--- src/rtl/seq_div_pkg.sv ---
// -----------------------------------------------------------------------------
// seq_div_pkg
//
// Shared definitions for the sequential restoring divider:
//   - div_state_t        : FSM state encoding (IDLE / CALC / DONE)
//   - DIV_WIDTH_DEFAULT  : default operand/result width
//   - DIV_WIDTH_MIN/MAX  : legal range for the WIDTH parameter
//   - div_cnt_width()    : width of the step counter for a given WIDTH
// -----------------------------------------------------------------------------
package seq_div_pkg;

  localparam int DIV_WIDTH_DEFAULT = 8;
  localparam int DIV_WIDTH_MIN     = 2;
  localparam int DIV_WIDTH_MAX     = 32;

  typedef enum logic [1:0] {
    ST_IDLE = 2'd0,
    ST_CALC = 2'd1,
    ST_DONE = 2'd2
  } div_state_t;

  // The step counter must be able to hold values 0..width-1; one spare
  // bit of headroom keeps the arithmetic simple at width = 2^n.
  function automatic int div_cnt_width(input int width);
    return $clog2(width + 1);
  endfunction

endpackage

--- src/rtl/div_step.sv ---
// -----------------------------------------------------------------------------
// div_step
//
// One combinational restoring shift-subtract step.
//   rem_i     [WIDTH:0]   partial remainder before the step
//   divisor_i [WIDTH-1:0] divisor
//   bit_i                 next dividend bit (MSB first)
//   rem_o     [WIDTH:0]   partial remainder after the step
//   q_o                   quotient bit produced by this step
//
// The shifted trial value is WIDTH+2 bits wide so the compare never loses a
// carry; the result always fits back into WIDTH+1 bits because a restored
// remainder is strictly below the divisor (or, for divisor 0, is just the
// dividend prefix seen so far).
// -----------------------------------------------------------------------------
module div_step
  import seq_div_pkg::*;
#(
  parameter int WIDTH = DIV_WIDTH_DEFAULT
) (
  input  logic [WIDTH:0]   rem_i,
  input  logic [WIDTH-1:0] divisor_i,
  input  logic             bit_i,
  output logic [WIDTH:0]   rem_o,
  output logic             q_o
);

  logic [WIDTH+1:0] shifted;
  logic [WIDTH:0]   diff;

  assign shifted = {rem_i, bit_i};
  assign q_o     = (shifted >= {2'b00, divisor_i});
  // Only used when q_o is set, in which case the true difference is below
  // the divisor and the dropped top bit is zero.
  assign diff    = shifted[WIDTH:0] - {1'b0, divisor_i};
  assign rem_o   = q_o ? diff : shifted[WIDTH:0];

endmodule

--- src/rtl/seq_divider.sv ---
// -----------------------------------------------------------------------------
// seq_divider
//
// Unsigned sequential divider, one restoring step per clock, MSB first.
//
// Ports:
//   clk          clock, all state on rising edge
//   rst          asynchronous active-high reset
//   start        request; sampled only in IDLE or DONE
//   dividend     [WIDTH-1:0] numerator, captured when start is accepted
//   divisor      [WIDTH-1:0] denominator, captured when start is accepted
//   busy         high while in CALC
//   done         one-cycle pulse (the DONE cycle) marking new results
//   quotient     [WIDTH-1:0] registered result
//   remainder    [WIDTH-1:0] registered result
//   div_by_zero  registered flag, divisor was 0 for the last result
//   state_o      current FSM state (debug visibility)
//
// Handshake: start is accepted on a rising edge where the FSM is in IDLE or
// DONE and start is high; operands are latched on that same edge. start is
// ignored in CALC. Results change only on entry to DONE, where done is high
// for exactly one cycle; results then hold until the next DONE. Holding
// start high through DONE chains divisions back to back with busy low for
// just the DONE cycle.
//
// Latency: done is high WIDTH cycles after the accepting edge.
//
// Build option SEQ_DIV_ZERO_FAST_EN: a zero divisor is recognised at
// acceptance and the result is produced one cycle later without running the
// WIDTH steps; busy stays low throughout. Without it, a zero divisor runs
// all WIDTH steps, which naturally yields quotient all-ones and
// remainder = dividend.
// -----------------------------------------------------------------------------
module seq_divider
  import seq_div_pkg::*;
#(
  parameter int WIDTH = DIV_WIDTH_DEFAULT
) (
  input  logic             clk,
  input  logic             rst,
  input  logic             start,
  input  logic [WIDTH-1:0] dividend,
  input  logic [WIDTH-1:0] divisor,
  output logic             busy,
  output logic             done,
  output logic [WIDTH-1:0] quotient,
  output logic [WIDTH-1:0] remainder,
  output logic             div_by_zero,
  output div_state_t       state_o
);

  localparam int              CNT_W     = div_cnt_width(WIDTH);
  localparam logic [CNT_W-1:0] LAST_STEP = CNT_W'(WIDTH - 1);

  generate
    if (WIDTH < DIV_WIDTH_MIN || WIDTH > DIV_WIDTH_MAX) begin : g_bad_width
      $error("seq_divider: WIDTH out of supported range");
    end
  endgenerate

  // FSM and registered outputs
  div_state_t       state_q;
  logic             busy_q;
  logic             done_q;
  logic [WIDTH-1:0] quo_res_q;
  logic [WIDTH-1:0] rem_res_q;
  logic             dbz_q;

  // Datapath: dvd_q starts as the dividend and is shifted left each step;
  // quotient bits enter at the LSB, so after WIDTH steps it holds the
  // quotient. rem_q is the WIDTH+1 bit partial remainder.
  logic [WIDTH-1:0] dvd_q;
  logic [WIDTH-1:0] dvs_q;
  logic [WIDTH:0]   rem_q;
  logic [CNT_W-1:0] cnt_q;
`ifdef SEQ_DIV_ZERO_FAST_EN
  logic             zfast_q;   // current CALC cycle is a zero-divisor bypass
`endif

  // Next values produced by one restoring step
  logic [WIDTH:0]   step_rem_d;
  logic             step_q;
  logic [WIDTH-1:0] dvd_d;

  div_step #(
    .WIDTH (WIDTH)
  ) u_step (
    .rem_i     (rem_q),
    .divisor_i (dvs_q),
    .bit_i     (dvd_q[WIDTH-1]),
    .rem_o     (step_rem_d),
    .q_o       (step_q)
  );

  assign dvd_d = {dvd_q[WIDTH-2:0], step_q};

  always_ff @(posedge clk or posedge rst) begin
    if (rst) begin
      state_q   <= ST_IDLE;
      busy_q    <= 1'b0;
      done_q    <= 1'b0;
      quo_res_q <= '0;
      rem_res_q <= '0;
      dbz_q     <= 1'b0;
      dvd_q     <= '0;
      dvs_q     <= '0;
      rem_q     <= '0;
      cnt_q     <= '0;
`ifdef SEQ_DIV_ZERO_FAST_EN
      zfast_q   <= 1'b0;
`endif
    end else begin
      // done is a pulse: only the CALC->DONE transition raises it
      done_q <= 1'b0;

      case (state_q)
        ST_IDLE, ST_DONE: begin
          if (start) begin
            dvd_q   <= dividend;
            dvs_q   <= divisor;
            rem_q   <= '0;
            cnt_q   <= '0;
            state_q <= ST_CALC;
`ifdef SEQ_DIV_ZERO_FAST_EN
            // Zero divisor spends its single CALC cycle with busy low
            zfast_q <= (divisor == '0);
            busy_q  <= (divisor != '0);
`else
            busy_q  <= 1'b1;
`endif
          end else begin
            state_q <= ST_IDLE;
            busy_q  <= 1'b0;
          end
        end

        ST_CALC: begin
`ifdef SEQ_DIV_ZERO_FAST_EN
          if (zfast_q) begin
            state_q   <= ST_DONE;
            busy_q    <= 1'b0;
            done_q    <= 1'b1;
            quo_res_q <= '1;
            rem_res_q <= dvd_q;    // still the unshifted dividend
            dbz_q     <= 1'b1;
            zfast_q   <= 1'b0;
          end else begin
`endif
            rem_q <= step_rem_d;
            dvd_q <= dvd_d;
            cnt_q <= cnt_q + CNT_W'(1);
            if (cnt_q == LAST_STEP) begin
              state_q   <= ST_DONE;
              busy_q    <= 1'b0;
              done_q    <= 1'b1;
              quo_res_q <= dvd_d;
              rem_res_q <= step_rem_d[WIDTH-1:0];
              dbz_q     <= (dvs_q == '0);
            end
`ifdef SEQ_DIV_ZERO_FAST_EN
          end
`endif
        end

        default: begin
          state_q <= ST_IDLE;
          busy_q  <= 1'b0;
        end
      endcase
    end
  end

  assign busy        = busy_q;
  assign done        = done_q;
  assign quotient    = quo_res_q;
  assign remainder   = rem_res_q;
  assign div_by_zero = dbz_q;
  assign state_o     = state_q;

endmodule
--- config.mk ---
export PLATFORM = sky130hd
export DESIGN_NAME = seq_divider
export DESIGN_NICKNAME = d
export VERILOG_FILES = /design/src/rtl/seq_div_pkg.sv /design/src/rtl/div_step.sv /design/src/rtl/seq_divider.sv
export SDC_FILE = /design/constraint.sdc
export NUM_CORES = 1
export LEC_CHECK = 0
export ABC_AREA = 1
export CORE_MARGIN = 5
export CORE_UTILIZATION = 45
export DETAILED_ROUTE_END_ITERATION = 16
export PLACE_DENSITY = 0.73
export SYNTH_ARGS = -nofsm -noshare
export SYNTH_HDL_FRONTEND = slang
export SYNTH_SLANG_ARGS = --single-unit
--- constraint.sdc ---
create_clock -name clk -period 5.06 [get_ports clk]
set_input_delay 1.518 -clock clk [delete_from_list [all_inputs] [get_ports clk]]
set_output_delay 1.518 -clock clk [all_outputs]
set_load 0.02 [all_outputs]
# Yosys cells after proc, flatten, opt, wreduce, memory -nomap -nowiden
# Index checks and enable logic that the tools add are counted.
classes:
  n_mux: 15
  add_sub_neg: 2
  reduce_logical: 7
  magnitude_cmp: 1
  eq_ne: 5
ops:
  columns: ["op", "count"]
  rows:
  - ["$mux 9", 2]
  - ["$pmux 9 s2", 1]
  - ["$pmux 8 s2", 1]
  - ["$ge 10x8->1", 1]
  - ["$sub 9x8->9", 1]
  - ["$logic_not 8->1", 1]
  - ["$mux 8", 1]
  - ["$pmux 4 s2", 1]
  - ["$reduce_and 2->1", 3]
  - ["$mux 1", 5]
  - ["$add 4x1->4 const B", 1]
  - ["$eq 4x3->1 const B", 1]
  - ["$mux 4", 1]
  - ["$ne 2x2->1 const B", 2]
  - ["$pmux 2 s2", 1]
  - ["$eq 2x1->1 const B", 1]
  - ["$eq 2x2->1 const B", 1]
  - ["$logic_not 2->1", 1]
  - ["$mux 2", 1]
  - ["$pmux 1 s2", 1]
  - ["$reduce_bool 2->1", 1]
  - ["$reduce_or 2->1", 1]
word_totals:
  output_inout_bits: 21
  word_cells: 40
  reg_bits: 50
  input_bits: 19

# Depth between registers and ports, before layout
# Gate-level depths: netlist of the first run.
depth:
  word_depth: 4
  mapped_depth: 14
  ltp_nobuf: 14

# Hierarchy
# From an unflattened synthesis of the first run, not the netlist that was laid out.
unflattened:
  hier_cells: 343
  area_unflattened_um2: 2692.6
by_module_without_submodules:
  columns: ["module", "instances", "seq_area_each_um2", "cells_each", "area_each_um2"]
  rows:
  - ["seq_divider", 1, 1226.2, 224, 2026.9]
  - ["div_step", 1, 0.0, 119, 665.6]

# Worst setup path after synthesis of the first run
# No wires, ideal clock.
synth_timing:
  kind: "input -> register"
  startpoint: "in start"
  endpoint: "reg rem_q[8]"
  cell_stages: 7
  arrival_ps: 2270
  path_buffers: 2
  t_required_ps: 4935
  setup_slack_ps: 2665
  setup_time_ps: 125
  cell_sequence: "buf_2 > nand2_2 > nand2_2 > inv_1 > buf_6 > nand2_1 > nand3_1"
synth_via:
  elab_chain_cells: 2
synth_lines:
  columns: ["item", "line_no", "text"]
  rows:
  - ["start, declared", "seq_divider.sv:41", "input logic start,"]
  - ["$ne 2x2->1 (no line)", null, null]
  - ["$reduce_and 2->1 (no line)", null, null]
  - ["end signal, assigned", "seq_divider.sv:149", "rem_q <= step_rem_d;"]
  - ["end, declared", "seq_divider.sv:74", "logic [WIDTH:0] rem_q;"]
# No other way between the ends.
# A chain may end at the register's enable or synchronous reset.

# Worst setup path in the final report of the first run
layout_timing:
  startpoint: "in start"
  endpoint: "reg cnt_q[1]"
layout_via:
  elab_chain_cells: 2
layout_lines:
  columns: ["item", "line_no", "text"]
  rows:
  - ["$ne 2x2->1 (no line)", null, null]
  - ["$reduce_and 2->1 (no line)", null, null]
  - ["end signal, assigned", "seq_divider.sv:151", "cnt_q <= cnt_q + CNT_W'(1);"]
  - ["end, declared", "seq_divider.sv:75", "logic [CNT_W-1:0] cnt_q;"]
# No other way between the ends.

==> results of run 1 <==
==> sequential cells by signal, summed over array words and instances (netlist names) <==
signal and flops:
cnt_q 4, div_by_zero 1, done 1, dvd_q 8
dvs_q 8, quotient 8, rem_q 9, remainder 8
state_o 2
==> layout make-up <==
class                      count  area (um2)  area share (%)
clock buffer                   7        86.3            2.76
clock inverter                 1        30.0           0.962
inverter                      47         176            5.65
multi-input combinational    212        1120            36.0
sequential                    49        1230            39.3
tap                           72        90.1            2.88
timing repair buffer          39         390            12.5
==> worst register-to-register path: stages (launching register included) <==
cell     delay (ps)
dfrtp_1         420
ha_1            220
nand2_1         100
nor2_1           70
nand2_1         610
inv_1           440
nand3_1         230
nand2_1          70
==> cell usage after synthesis, drive strengths merged <==
| cell | number | area (um2) |
|---|---|---|
| xor2 | 1 | 8.76 |
| nand2 | 112 | 455 |
| buf | 4 | 35.0 |
| fa | 1 | 20.0 |
| nor2 | 21 | 115 |
| inv | 47 | 176 |
| mux2 | 1 | 11.3 |
| nand4 | 11 | 75.1 |
| xnor2 | 2 | 17.5 |
| nand3 | 22 | 110 |
| o221ai | 7 | 61.3 |
| nor4 | 2 | 12.5 |
| nand3b | 1 | 7.51 |
| dfrtp | 49 | 1230 |
| clkbuf | 5 | 48.8 |
| o21ai | 9 | 45.0 |
| a22o | 1 | 8.76 |
| ha | 9 | 113 |
| o211ai | 1 | 7.51 |
| a21oi | 11 | 55.1 |
==> logic make-up (layout without fill, tap and decap cells) <==
kind of cell / Yosys count / in the layout / share of synthesized area (%)
buf+inv: 56 / 94 / 9.97
flops: 49 / 49 / 47.0
compound gates: 29 / 29 / 6.81
xor+xnor: 3 / 3 / 1.01
simple gates: 169 / 169 / 29.7
mux: 1 / 1 / 0.431
fa+ha+maj: 10 / 10 / 5.08
==> per-stage QoR <==
stage	area, um2	util, %
finish	3120	56.0
global route	3120	56.0
CTS	3120	56.0
detailed placement	3010	53.9
global placement	3010	53.9
floorplan	2610	-
==> routing by layer <==
metal	up-vias	track usage [%]
li1	1084	-
met1	1021	22.4
met2	48	27.3
met3	11	4.23
met4	0	7.34
met5	-	0
==> worst max path at each step <==
stage / slack (ps) / cells after the start / end / from
2_1_floorplan: 2370 / 1 / cnt_q[0] / rst
5_1_grt: 1920 / 6 / cnt_q[2] / start
3_3_place_gp: 1830 / 5 / cnt_q[1] / start
3_5_place_dp: 1780 / 5 / cnt_q[1] / start
4_1_cts: 2110 / 5 / cnt_q[1] / start
6_report: 2110 / 5 / cnt_q[1] / start
==> power by group through the flow <==
stage	registers (mW)	clock network, mW	logic, mW
5_1_grt	0.723	0.314	1.54
3_3_place_gp	0.701	0	1.32
6_report	0.697	0.289	1.35
4_1_cts	0.697	0.297	1.36
3_5_place_dp	0.702	0	1.35
2_1_floorplan	0.764	0	0.951
==> impl_metrics.ini, run 1 <==
[worst_setup_path]
required_ps = 5260
r2r_start = cnt_q[0]
cpLargestDelayFamily = buffers and inverters
r2r_cells = 7
cp.buffers_inverters = 2
cp_slowest_cell = clkdlybuf4s50_1
cp.arrival_ps = 3150
reg2reg_setup_slack_ps = 2790
critPathKind = in2reg
worstPathMaxFanout = 18
max_stage_delay_ps = 650
cp_cell_sequence = clkdlybuf4s50_1 > nand2_2 > nand2_2 > inv_1 > a22o_1
start_kind = input pin
end_kind = register
rr_endpoint = remainder[2]
cpMostUsedCell = nand2_2

[sta]
fin_crit_ps = 2950
finalWorstSetupSlack_ps = 2110
drv_slew = 0
slew_headroom_pct = 32.6
setup_viol = 0
fin_tns_setup_ps = 0
rsz0062_at_grt = no
fin_crit_sh_pct = 58.3
worst_pin_slew_ps = 1010
max_clock_freq_ghz = 0.339
hold_slack_ps = 476
hold_violations = 0
skew_ps = 6.15

[clock_network]
cts-root-buf = clkbuf_8
worstSkewPairLatency_ps = 300
tritoncts = yes
post_cts.repair.setup_buffers = 0
hold_buffers = 0
ctsResizeCount = 0
clock_sinks = 49
numCtsBuffers = 5
cts_buffer_depth = 2
path_clk_slew_ps = 90
h-tree-depth = 2

[power]
p_leak_nw = 1.61
max-vdd-ir-drop_mv = 0.307
pwr-share-clk_pct = 12.4
seq_power_share_pct = 29.8
p_total_mw = 2.34
switching_share_pct = 46.0
p_switching_mw = 1.07
p_int_mw = 1.26
power_frac_comb_pct = 57.8
powerDensity_nw_per_um2 = 748

[status]
outcome = completed

[synthesis]
yosysSeqAreaShare_pct = 47.0
synthCells = 317
yosys_warnings = 0
syn_avg_cell_area_um2 = 8.23
synthesis.area_um2 = 2610
syn-num-nets = 346
synth_seq_cells = 49
ys_types = 30

[floorplan]
die_x_um = 86.2
dieArea_um2 = 7420
ios = 40
initial_core_util_pct = 46.8
rows = 27
core_um2 = 5570
die_h_um = 86.2

[finish]
area_growth_pct = 19.7
nets = 383
layout_common_cells = nand2_1, dfrtp_1, inv_1
fill_cells = 519
final_common_cell = nand2_1
num_antenna_cells = 0
drive_gt1_share_pct = 8.45
fin_cells = 427

[route]
met3_length_um = 240
first_pass_iters = 4
drtIter0Drc = 141
drtAntennaViolNets = 0
route.met2.wl_um = 2690
drc_errors = 0
via_per_inst = 5.07
via_count = 2164
wl_um = 5640
top_layer_used = met4
detail_route.wl_per_cell_um = 13.2
wirelength_met1_um = 2600

[global_routing]
grt_pass1_vias = 2260
antenna_found_initial = 0
grtUsageTotal_pct = 17.2
grt_overflow = 0
grt_max_degree = 50
grt_first_pass_wirelength_um = 10200

[placed_design]
place_ws_ps = 1780
hpwl_um = 4100
post-place-cells = 419
port_buffers = 39
globalplace.congestion = 0.893

[min_path]
hold_path_end = cnt_q[3]
min_path_type = reg2reg
min_from = cnt_q[3]
holdPathStages = 1

[job]
drv_cap = 0
Power figures use the tool's default switching activity.
==> inputs of run 2 (changes only) <==
clock period = 2.77 ns   (was 5.06 ns; I/O delays follow)
==> run 2 against run 1 <==
Hold slack improved by 1.0 ps. Via count decreased by 2.5%. Sequential share of layout area decreased by 0.094 points. Utilization increased by 0.13 points. Largest power group unchanged. Largest cell class unchanged. Critical path depth decreased by 4. Combinational power increased by 84%. Cell count increased by 0.70%. Critical endpoint is now state_o[1]. Non-clock buffer count increased by 3. Sequential cell count unchanged. Power increased by 81%. Cell area increased by 0.24%. First-iteration DRC count decreased by 1.4%.
==> impl_metrics.ini, run 2 (same netlist as run 1, synthesis figures left out) <==
[floorplan]
die_x_um = 86.2
rows = 27
initial_core_util_pct = 46.8
core_um2 = 5570
die_h_um = 86.2
dieArea_um2 = 7420
ios = 40

[job]
drv_cap = 0

[worst_setup_path]
rr_endpoint = remainder[2]
critPathCapture = state_o[1]
cp_slowest_cell = clkdlybuf4s50_1
required_ps = 1940
r2r_cells = 12
cpLargestDelayFamily = buffers and inverters
r2r_start = dvd_q[7]
start_kind = register
end_kind = primary output
cp_cell_sequence = clkdlybuf4s50_1
max_stage_delay_ps = 650
critPathKind = reg2out
worstPathMaxFanout = 2
cp.arrival_ps = 1410
reg2reg_setup_slack_ps = 530
crit_start = state_o[1]
cp.buffers_inverters = 1
worst-path-stages = 1

[global_routing]
grtUsageTotal_pct = 16.9
grt_first_pass_wirelength_um = 9960
antenna_found_initial = 0
grt_overflow = 0
grt_max_degree = 50
grt_pass1_vias = 2113

[min_path]
min_from = cnt_q[3]
min_path_type = reg2reg

[power]
p_int_mw = 2.25
powerDensity_nw_per_um2 = 1350
p_total_mw = 4.22
power_frac_comb_pct = 58.7
p_switching_mw = 1.97
p_leak_nw = 1.62
switching_share_pct = 46.7
seq_power_share_pct = 30.3
pwr-share-clk_pct = 11.0
max-vdd-ir-drop_mv = 0.534

[finish]
largest_reg_flops = 9
fin_cells = 430
nets = 386
fill_cells = 532
num_antenna_cells = 0
drive_gt1_share_pct = 9.50
final_common_cell = nand2_1
area_growth_pct = 19.9
layout_common_cells = nand2_1, dfrtp_1, inv_1
largest_register = rem_q

[clock_network]
cts-root-buf = clkbuf_8
cts_buffer_depth = 2
h-tree-depth = 2
path_clk_slew_ps = 90
clock_sinks = 49
numCtsBuffers = 5
worstSkewPairLatency_ps = 310
ctsResizeCount = 0
hold_buffers = 0
tritoncts = yes
post_cts.repair.setup_buffers = 0

[route]
route.met2.wl_um = 2670
via_count = 2110
wirelength_met1_um = 2610
first_pass_iters = 4
top_layer_used = met4
via_per_inst = 4.91
detail_route.wl_per_cell_um = 13.0
met3_length_um = 237
drc_errors = 0
drtAntennaViolNets = 0
drtIter0Drc = 139
wl_um = 5580

[status]
outcome = completed

[sta]
fin_tns_setup_ps = 0
fin_crit_sh_pct = 80.9
skew_ps = 5.74
rsz0062_at_grt = no
hold_violations = 0
fin_crit_ps = 2240
max_clock_freq_ghz = 0.446
setup_viol = 0
worst_pin_slew_ps = 634
slew_headroom_pct = 57.7
drv_slew = 0

[placed_design]
post-place-cells = 422
globalplace.congestion = 0.892
hpwl_um = 4020
port_buffers = 39
## run 2: per-layer routing
metal | vias to the layer above | GRT usage [%]
met5 | - | 0
met4 | 0 | 4.75
met3 | 6 | 4.03
met2 | 37 | 27.9
met1 | 970 | 22.1
li1 | 1097 | -
## run 2: final cells by class
cell class	count	area (um2)	share of cell area [%]
Clock buffer	7	96.3	3.08
Sequential cell	49	1230	39.2
Inverter	47	176	5.64
Tap cell	72	90.1	2.88
Clock inverter	1	5.00	0.160
Timing Repair Buffer	42	413	13.2
Multi-Input combinational cell	212	1120	35.9
## run 2: worst min-delay path by stage
stage                     cells after the start  slack (ps)            to
final                                         1         480      cnt_q[3]
after global routing                          1         500      cnt_q[3]
after CTS                                     1         480      cnt_q[3]
after detailed placement                      2         470  remainder[4]
after global placement                        1         460      cnt_q[3]
after floorplan                               1         440      cnt_q[3]
## run 2: power groups by stage
| stage | registers, mW | logic (mW) | clock network (mW) |
|---|---|---|---|
| after floorplan | 1.39 | 1.74 | 0 |
| after global placement | 1.28 | 2.42 | 0 |
| after detailed placement | 1.29 | 2.48 | 0 |
| after CTS | 1.28 | 2.50 | 0.479 |
| after global routing | 1.33 | 2.81 | 0.513 |
| final | 1.28 | 2.48 | 0.462 |
## run 2: per-stage QoR
stage | cell area (um2) | hold slack [ps] | utilization [%] | setup slack (ps)
CTS | 3130 | 482 | 56.2 | 508
finish | 3130 | 477 | 56.2 | 528
detailed placement | 3030 | 469 | 54.3 | 443
floorplan | 2610 | 441 | - | 766
global route | 3130 | 500 | 56.2 | 318
global placement | 3030 | 457 | 54.3 | 486
==> inputs of run 3 (changes only) <==
clock period = 2.3 ns   (was 2.77 ns; I/O delays follow)
==> run 3 against run 2 <==
Sequential power grew 20%. Hold slack better by 6.8 ps. Clock skew grew 4.5 ps. Largest power group unchanged. Largest cell class unchanged. Routed wire length grew 1.7%. Power grew 23%. Die area stayed put. Setup slack worse by 300 ps. Critical path depth is the same. Clock power up 36%.
==> impl_metrics.ini, run 3 (same netlist as run 1, synthesis figures left out) <==
[status]
outcome = completed

[power]
switching_share_pct = 45.6
max-vdd-ir-drop_mv = 0.698
seq_power_share_pct = 29.7
pwr-share-clk_pct = 12.1
p_leak_nw = 1.64
p_int_mw = 2.82
p_switching_mw = 2.37
power_frac_comb_pct = 58.1
powerDensity_nw_per_um2 = 1630

[clock_network]
cts_buffer_depth = 2
cts-root-buf = clkbuf_8
clock_sinks = 49
hold_buffers = 0
h-tree-depth = 2
post_cts.repair.setup_buffers = 0
worstSkewPairLatency_ps = 300
numCtsBuffers = 5
path_clk_slew_ps = 80
tritoncts = yes
ctsResizeCount = 0

[global_routing]
grt_overflow = 0
grtUsageMet3_pct = 4.03
antenna_found_initial = 0
grt_max_degree = 50
grtUsageTotal_pct = 17.0
gr-usage-met1_pct = 21.3
grt_busiest_layer = met2
grt_pass1_vias = 2246
grt_first_pass_wirelength_um = 10100
globalRouteMet2Util_pct = 28.8

[job]
drv_cap = 0

[worst_setup_path]
max_stage_delay_ps = 640
worstPathMaxFanout = 2
cp.arrival_ps = 1390
cp_cell_sequence = clkdlybuf4s50_1
cp_slowest_cell = clkdlybuf4s50_1
cpLargestDelayFamily = buffers and inverters
critPathKind = reg2out
r2r_start = dvd_q[7]
end_kind = primary output
start_kind = register
crit_start = state_o[1]
required_ps = 1610
cp.buffers_inverters = 1

[min_path]
min_path_type = reg2reg
min_from = remainder[5]

[placed_design]
postPlaceCellArea_um2 = 3060
globalplace.congestion = 0.851
hpwl_um = 4190
port_buffers = 39

[floorplan]
initial_core_util_pct = 46.8
die_x_um = 86.2
dieArea_um2 = 7420
ios = 40
die_h_um = 86.2
rows = 27
core_um2 = 5570

[finish]
stdcell_area_um2 = 3190
nets = 388
final_common_cell = nand2_1
num_antenna_cells = 0
drive_gt1_share_pct = 9.72
area_growth_pct = 22.1
layout_common_cells = nand2_1, dfrtp_1, inv_1
largest_reg_flops = 9
largest_register = rem_q

[sta]
fin_tns_setup_ps = 0
worst_pin_slew_ps = 442
hold_violations = 0
slew_headroom_pct = 70.5
fin_crit_ps = 2080
fin_crit_sh_pct = 90.3
drv_slew = 0
max_clock_freq_ghz = 0.482
setup_viol = 0
rsz0062_at_grt = no
skew_ps = 10.2

[route]
drc_errors = 0
detail_route.wl_per_cell_um = 13.1
drtIter0Drc = 97
wl_um = 5680
via_count = 2162
first_pass_iters = 4
via_per_inst = 5.00
drtAntennaViolNets = 0
run 3: cell count changes in the layout (fill, tap and decap cells not counted):
cell	before	now
clkinv_2	1	0
buf_12	0	1
buf_4	3	4
nor2_4	2	3
nor2_2	2	1
clkbuf_1	0	1
clkbuf_8	7	6
nand4_2	1	0
nand4_4	0	1
bufinv_16	0	1
run 3: final cells by class:
| class | count | area (um2) |
|---|---|---|
| Fill cell | 519 | 2390 |
| Sequential cell | 49 | 1230 |
| Multi-Input combinational cell | 212 | 1140 |
| Timing Repair Buffer | 44 | 440 |
| Inverter | 47 | 176 |
| Tap cell | 72 | 90.1 |
| Clock buffer | 7 | 86.3 |
| Clock inverter | 1 | 30.0 |
run 3: through the flow:
stage / total power, mW / cells / util [%] / hold slack [ps] / setup WS (ps)
after floorplan: 3.77 / 317 / - / 441 / 423
after global placement: 4.48 / 424 / 54.8 / 455 / 245
after detailed placement: 4.56 / 424 / 54.8 / 467 / 207
after CTS: 5.21 / 432 / 56.9 / 486 / 202
after global routing: 5.72 / 432 / 57.2 / 517 / 95.6
final: 5.19 / 432 / 57.2 / 484 / 223
run 3: path summary, 6_finish.rpt:
check | end | slack (ps) | cells after the start
worst min register to register | remainder[5] | 480 | 2
worst max-delay path | state_o[1] | 220 | 1
worst min-delay path | remainder[5] | 480 | 2
max in group asynchronous | done | 1330 | 3
worst max register to register | remainder[4] | 310 | 12
min in group asynchronous | quotient[6] | 750 | 3
run 3: layer usage:
| metal | vias up | share of wire (%) |
|---|---|---|
| met3 | 9 | 4.3 |
| li1 | 1093 | - |
| met4 | 0 | 1.8 |
| met1 | 1019 | 44 |
| met2 | 41 | 50 |
| met5 | - | 0 |
run 3: power by group through the flow:
stage	registers [mW]	clock network, mW	logic [mW]
floorplan	1.68	0	2.09
global placement	1.55	0	2.93
detailed placement	1.56	0	3.00
CTS	1.55	0.642	3.02
finish	1.54	0.630	3.02
global route	1.60	0.683	3.44
==> variant 1, RTL diff (settings of run 2) <==
The package constant `DIV_WIDTH_DEFAULT` goes from 8 to 6.
--- a/src/rtl/seq_div_pkg.sv
+++ b/src/rtl/seq_div_pkg.sv
@@ -11,3 +11,3 @@
 
-  localparam int DIV_WIDTH_DEFAULT = 8;
+  localparam int DIV_WIDTH_DEFAULT = 6;
   localparam int DIV_WIDTH_MIN     = 2;
Interface: changed (resized dividend, divisor, quotient and remainder); port bits go from 40 to 32. The function was not compared with the original's and may differ.
==> variant 1 against run 2 <==
Synthesized cell count down 28%; wire length down 26%; sequential power down 23%; design area down 24%; worst hold slack worse by 0.0035 ns; non-clock buffer count down 8; clock skew about the same; sequential cell count down 11; power down 24%; area after synthesis down 26%; setup slack better by 0.073 ns; clock power down 15%; die area down 23%; critical path type unchanged; critical endpoint is now state_o[0].
==> variant 1: results (changes against run 2) <==
metric;value;unit;change
Seq/Total Area, Yosys;49.0;%;+2.0 points
Inst Count DP;305;;-28%
synth top area cells;dfrtp_1, nand2_1, ha_1;;
Post-synth ARST share;100;%;unchanged
max incr delay on CP;0.63;ns;-0.02 ns
Mapped Nets;251;;-27%
port buffer count;31;;-21%
Fill cells;365;;-31%
Pint;0.00175;W;-22%
first-pass GRT wire length;7.17;mm;-28%
CTS max path bufs;2;;unchanged
worst-skew pair later-pin latency;0.29;ns;-0.02 ns
initial antenna violation count;0;;unchanged
Synth Area in Adders;6.19;%;+1.1 points
hpwl dp;3.12;mm;-22%
clk slew on worst S/H paths;0.07;ns;-0.02 ns
pre-CTS setup slack;0.640;ns;+0.196 ns
Final Net Count;286;;-26%
Syn Inst Count;227;;-28%
DRT iter0 DRCs;91;;-35%
DRT Pass-1 Iters;4;;unchanged
Post-Synth XOR/XNOR Area;0.902;%;-0.10 points
Leak;1.22;nW;-25%
Worst Setup SP;busy;;
Synth Area in Compound Gates;9.99;%;+3.2 points
Peak supply drop;0.000604;V;+13%
outcome;completed;;
Largest register FFs;7;;-2
cell family contributing the most delay on the critical path;buffers and inverters;;
Ys Warns;0;;unchanged
reg2reg start;dvs_q[0];;
placed cell areas;2300;µm²;-24%
# resized after CTS;0;;unchanged
slowest CP cell;clkdlybuf4s50_1;;
GRT Resource Usage Total;16.6;%;-0.26 points
# diodes;0;;unchanged
Via-to-Cell Ratio;5.07;;+3.3%
mux share of post-synthesis cell area;0.580;%;+0.15 points
share of layout cells above drive strength 1;9.51;%;about the same
clock sinks;38;;-22%
clock tree skew after final layout;0.00543;ns;-0.000313 ns
H-tree Lvls;2;;unchanged
wire per inst;13.3;µm;+2.3%
commonest cells in the netlist;nand2_1, dfrtp_1, inv_1;;
CP Data Arrival Time;1.34;ns;-0.07 ns
distinct cell type count after synthesis;35;;+17%
min-delay src;dvs_q[3];;
actual slew at the worst max-slew pin;0.473;ns;-0.162 ns
Clock Tree Root;clkbuf_8;;
vias post-DR;1586;;-25%
largest net degree at the start of global routing;39;;-22%
GPL Wtd Cong;0.797;;-11%
Post-CTS Setup Inserts;0;;unchanged
peak fanout along the critical path;3;;+1
==> variant 1: changes by cell type in the layout (fill, tap and decap cells not counted), sizes merged, moves of 2 or more <==
cell	delta
nand2	-42
inv	-19
dfrtp	-11
nand3	-9
clkdlybuf4s50	-8
o221ai	-7
nand4	-5
nor2	-5
a221oi	+3
nor3	+3
o21ai	+3
o22ai	+3
nor4	-2
==> variant 1: final cells by class <==
type | instances | area, µm² | share of cell area [%]
clock inverters | 1 | 5.00 | 0.209
multi-input cells | 154 | 848 | 35.4
clock buffers | 7 | 86.3 | 3.61
well taps | 50 | 62.6 | 2.61
inverters | 29 | 109 | 4.55
repair buffers | 34 | 333 | 13.9
flip-flops and latches | 38 | 951 | 39.7
==> variant 1: final timing paths <==
| check | endpoint | depth (start not counted) | slack, ns |
|---|---|---|---|
| setup / recovery | state_o[0] | 1 | 0.60 |
| hold / removal | div_by_zero | 1 | 0.47 |
| setup reg to reg | rem_q[0] | 9 | 0.76 |
| hold reg to reg | div_by_zero | 1 | 0.47 |
| max in group asynchronous | remainder[4] | 3 | 1.48 |
| min in group asynchronous | quotient[3] | 3 | 0.96 |
==> variant 1: routing by layer <==
metal / global-route usage, % / up-vias / wire [µm]
met1: 23.2 / 749 / 2020
met2: 25.8 / 25 / 1930
met3: 3.83 / 7 / 151
met5: 0 / - / 0
met4: 5.24 / 0 / 58
li1: - / 805 / -
==> variant 1: power groups by stage <==
stage / Sequential [W] / Combinational (W) / Clock, W
3_3_place_gp: 0.000979 / 0.00180 / 0
2_1_floorplan: 0.00107 / 0.00124 / 0
4_1_cts: 0.000980 / 0.00185 / 0.000399
5_1_grt: 0.00101 / 0.00208 / 0.000423
6_report: 0.000980 / 0.00183 / 0.000391
3_5_place_dp: 0.000987 / 0.00184 / 0
==> variant 2, RTL diff (config.mk and constraints of run 2) <==
Without the edit above. Register the input `start` before use. The logic sees it one clock later. The other inputs are not delayed to match.
--- a/src/rtl/seq_divider.sv
+++ b/src/rtl/seq_divider.sv
@@ -53,2 +53,8 @@
   localparam logic [CNT_W-1:0] LAST_STEP = CNT_W'(WIDTH - 1);
+
+  logic start_q;
+
+  always_ff @(posedge clk) begin
+    start_q <= start;
+  end
 
@@ -117,3 +123,3 @@
         ST_IDLE, ST_DONE: begin
-          if (start) begin
+          if (start_q) begin
             dvd_q   <= dividend;
Formal check against the unedited RTL: not equivalent (a bounded check fails within 4 cycles, from zero or initial values and one cycle with rst high).
==> variant 2 against run 2 <==
Design area grew 0.48%; setup slack better by 0.024 ns; wire length grew 3.0%; power fell by 2.1%; sequential cell count up 1; synthesized cell count is 0.32% higher; critical path type unchanged; area after synthesis is 0.77% higher; global-route usage increased by 0.40 points.
==> variant 2: results (changes against run 2) <==
metric;value;unit;change
clock tree skew after final layout;0.00937;ns;+0.00363 ns
GPL Wtd Cong;0.865;;-3.1%
worst-skew pair later-pin latency;0.30;ns;
Seq/Total Area, Yosys;47.4;%;+0.40 points
Ys Warns;0;;unchanged
CTS max path bufs;2;;unchanged
Post-Synth XOR/XNOR Area;0.999;%;-0.0077 points
CTS Hold Bufs;0;;unchanged
DRT Pass-1 Iters;4;;unchanged
hpwl dp;4.29;mm;+6.7%
maximum clock frequency;451;MHz;+1.1%
distinct cell type count after synthesis;31;;+3.3%
commonest cells in the netlist;nand2_1, dfrtp_1, inv_1;;
cell family contributing the most delay on the critical path;buffers and inverters;;
Post-synth ARST share;98.0;%;-2.0 points
# resized after CTS;0;;unchanged
slowest CP cell;clkdlybuf4s50_1;;
Mapped Nets;347;;+0.29%
largest net degree at the start of global routing;31;;-38%
Synth Area in Compound Gates;6.76;%;-0.052 points
min-delay src;remainder[6];;
CP Data Arrival Time;1.39;ns;-0.02 ns
GRT Resource Usage Total;17.3;%;+0.40 points
initial antenna violation count;0;;unchanged
TritonCTS buffer count;5;;unchanged
first-pass GRT wire length;10.3;mm;+3.8%
Post-CTS Setup Inserts;0;;unchanged
mux share of post-synthesis cell area;0.428;%;-0.0033 points
Leak;1.62;nW;+0.15%
Synth Area in Adders;5.04;%;-0.039 points
Synth Area per Inst;8.27;µm²;+0.45%
Clock Tree Root;clkbuf_8;;
number of global-route vias before repair;2329;;+10%
Inst Count DP;422;;unchanged
Final Net Count;386;;unchanged
endpoints failing setup;0;;unchanged
Top reg by flops;rem_q;;
actual slew at the worst max-slew pin;0.454;ns;-0.180 ns
synth top area cells;dfrtp_1, nand2_1, inv_1;;
max incr delay on CP;0.64;ns;
share of layout cells above drive strength 1;8.94;%;-0.56 points
Fill cells;538;;+1.1%
Peak supply drop;0.000595;V;+12%
Post-DRT Antenna Nets;0;;unchanged
Worst Setup SP;state_o[1];;
outcome;completed;;
wire per inst;13.4;µm;+3.0%
Largest register FFs;9;;unchanged
DRT iter0 DRCs;101;;-27%
reg2reg start;dvd_q[7];;
post-route non-filler standard cell count;430;;unchanged
# diodes;0;;unchanged
port buffer count;39;;unchanged
clk slew on worst S/H paths;0.09;ns;about the same
Via-to-Cell Ratio;5.08;;+3.6%
-- variant 2: worst register-to-register path: cells and delay by family (launching register included) --
| family | cells | cell delay (ns) |
|---|---|---|
| and+or+nand+nor | 8 | 0.98 |
| DFF | 1 | 0.38 |
| buffers and inverters | 2 | 0.15 |
| adders and majority gates | 2 | 0.55 |
-- variant 2: final cells by class --
| class | instances | share of cell area [%] |
|---|---|---|
| sequential | 50 | 39.6 |
| multi-input combinational | 212 | 35.7 |
| timing repair buffer | 41 | 13.3 |
| inverter | 47 | 5.61 |
| tap | 72 | 2.86 |
| clock buffer | 7 | 2.74 |
| clock inverter | 1 | 0.159 |
-- variant 2: routing by layer --
metal	GRT usage, %	vias up	part of all wire (%)
li1	-	1091	-
met1	20.9	1040	44
met2	29.4	40	49
met3	4.28	14	4.5
met4	6.94	0	2.2
met5	0	-	0
-- variant 2: report_power, final --
| group | switching [W] | total (W) | internal [W] |
|---|---|---|---|
| Sequential | 0.000213 | 0.00128 | 0.00106 |
| Clock | 0.000243 | 0.000446 | 0.000202 |
| Combinational | 0.00148 | 0.00241 | 0.000927 |
| Total | 0.00194 | 0.00413 | 0.00219 |
-- variant 2: cell families (layout without fill, tap and decap cells) --
group,count (synthesis),count (layout)
muxes,1,1
buffers and inverters,56,96
adders and majority gates,10,10
and+or+nand+nor,169,169
AOI/OAI and AO/OA,29,29
DFF,50,50
xor gates and xnor gates,3,3
-- variant 2: per-stage QoR --
| step | instance area [µm²] | worst slack, ns | hold WS, ns | util (%) |
|---|---|---|---|---|
| final | 3150 | 0.552 | 0.482 | 56.1 |
| after CTS | 3150 | 0.534 | 0.483 | 56.1 |
| after detailed placement | 3050 | 0.618 | 0.464 | 54.5 |
| after global routing | 3150 | 0.382 | 0.515 | 56.1 |
| after floorplan | 2630 | 0.766 | 0.441 | - |
| after global placement | 3050 | 0.719 | 0.454 | 54.5 |
-- variant 2: final timing paths --
path	to	slack, ns	cells after the start
setup / recovery	state_o[1]	0.55	1
hold reg to reg	remainder[6]	0.48	2
setup reg to reg	rem_q[7]	0.61	12
min in group asynchronous	dvs_q[6]	0.84	2
max in group asynchronous	quotient[1]	1.41	3
hold / removal	remainder[6]	0.48	2
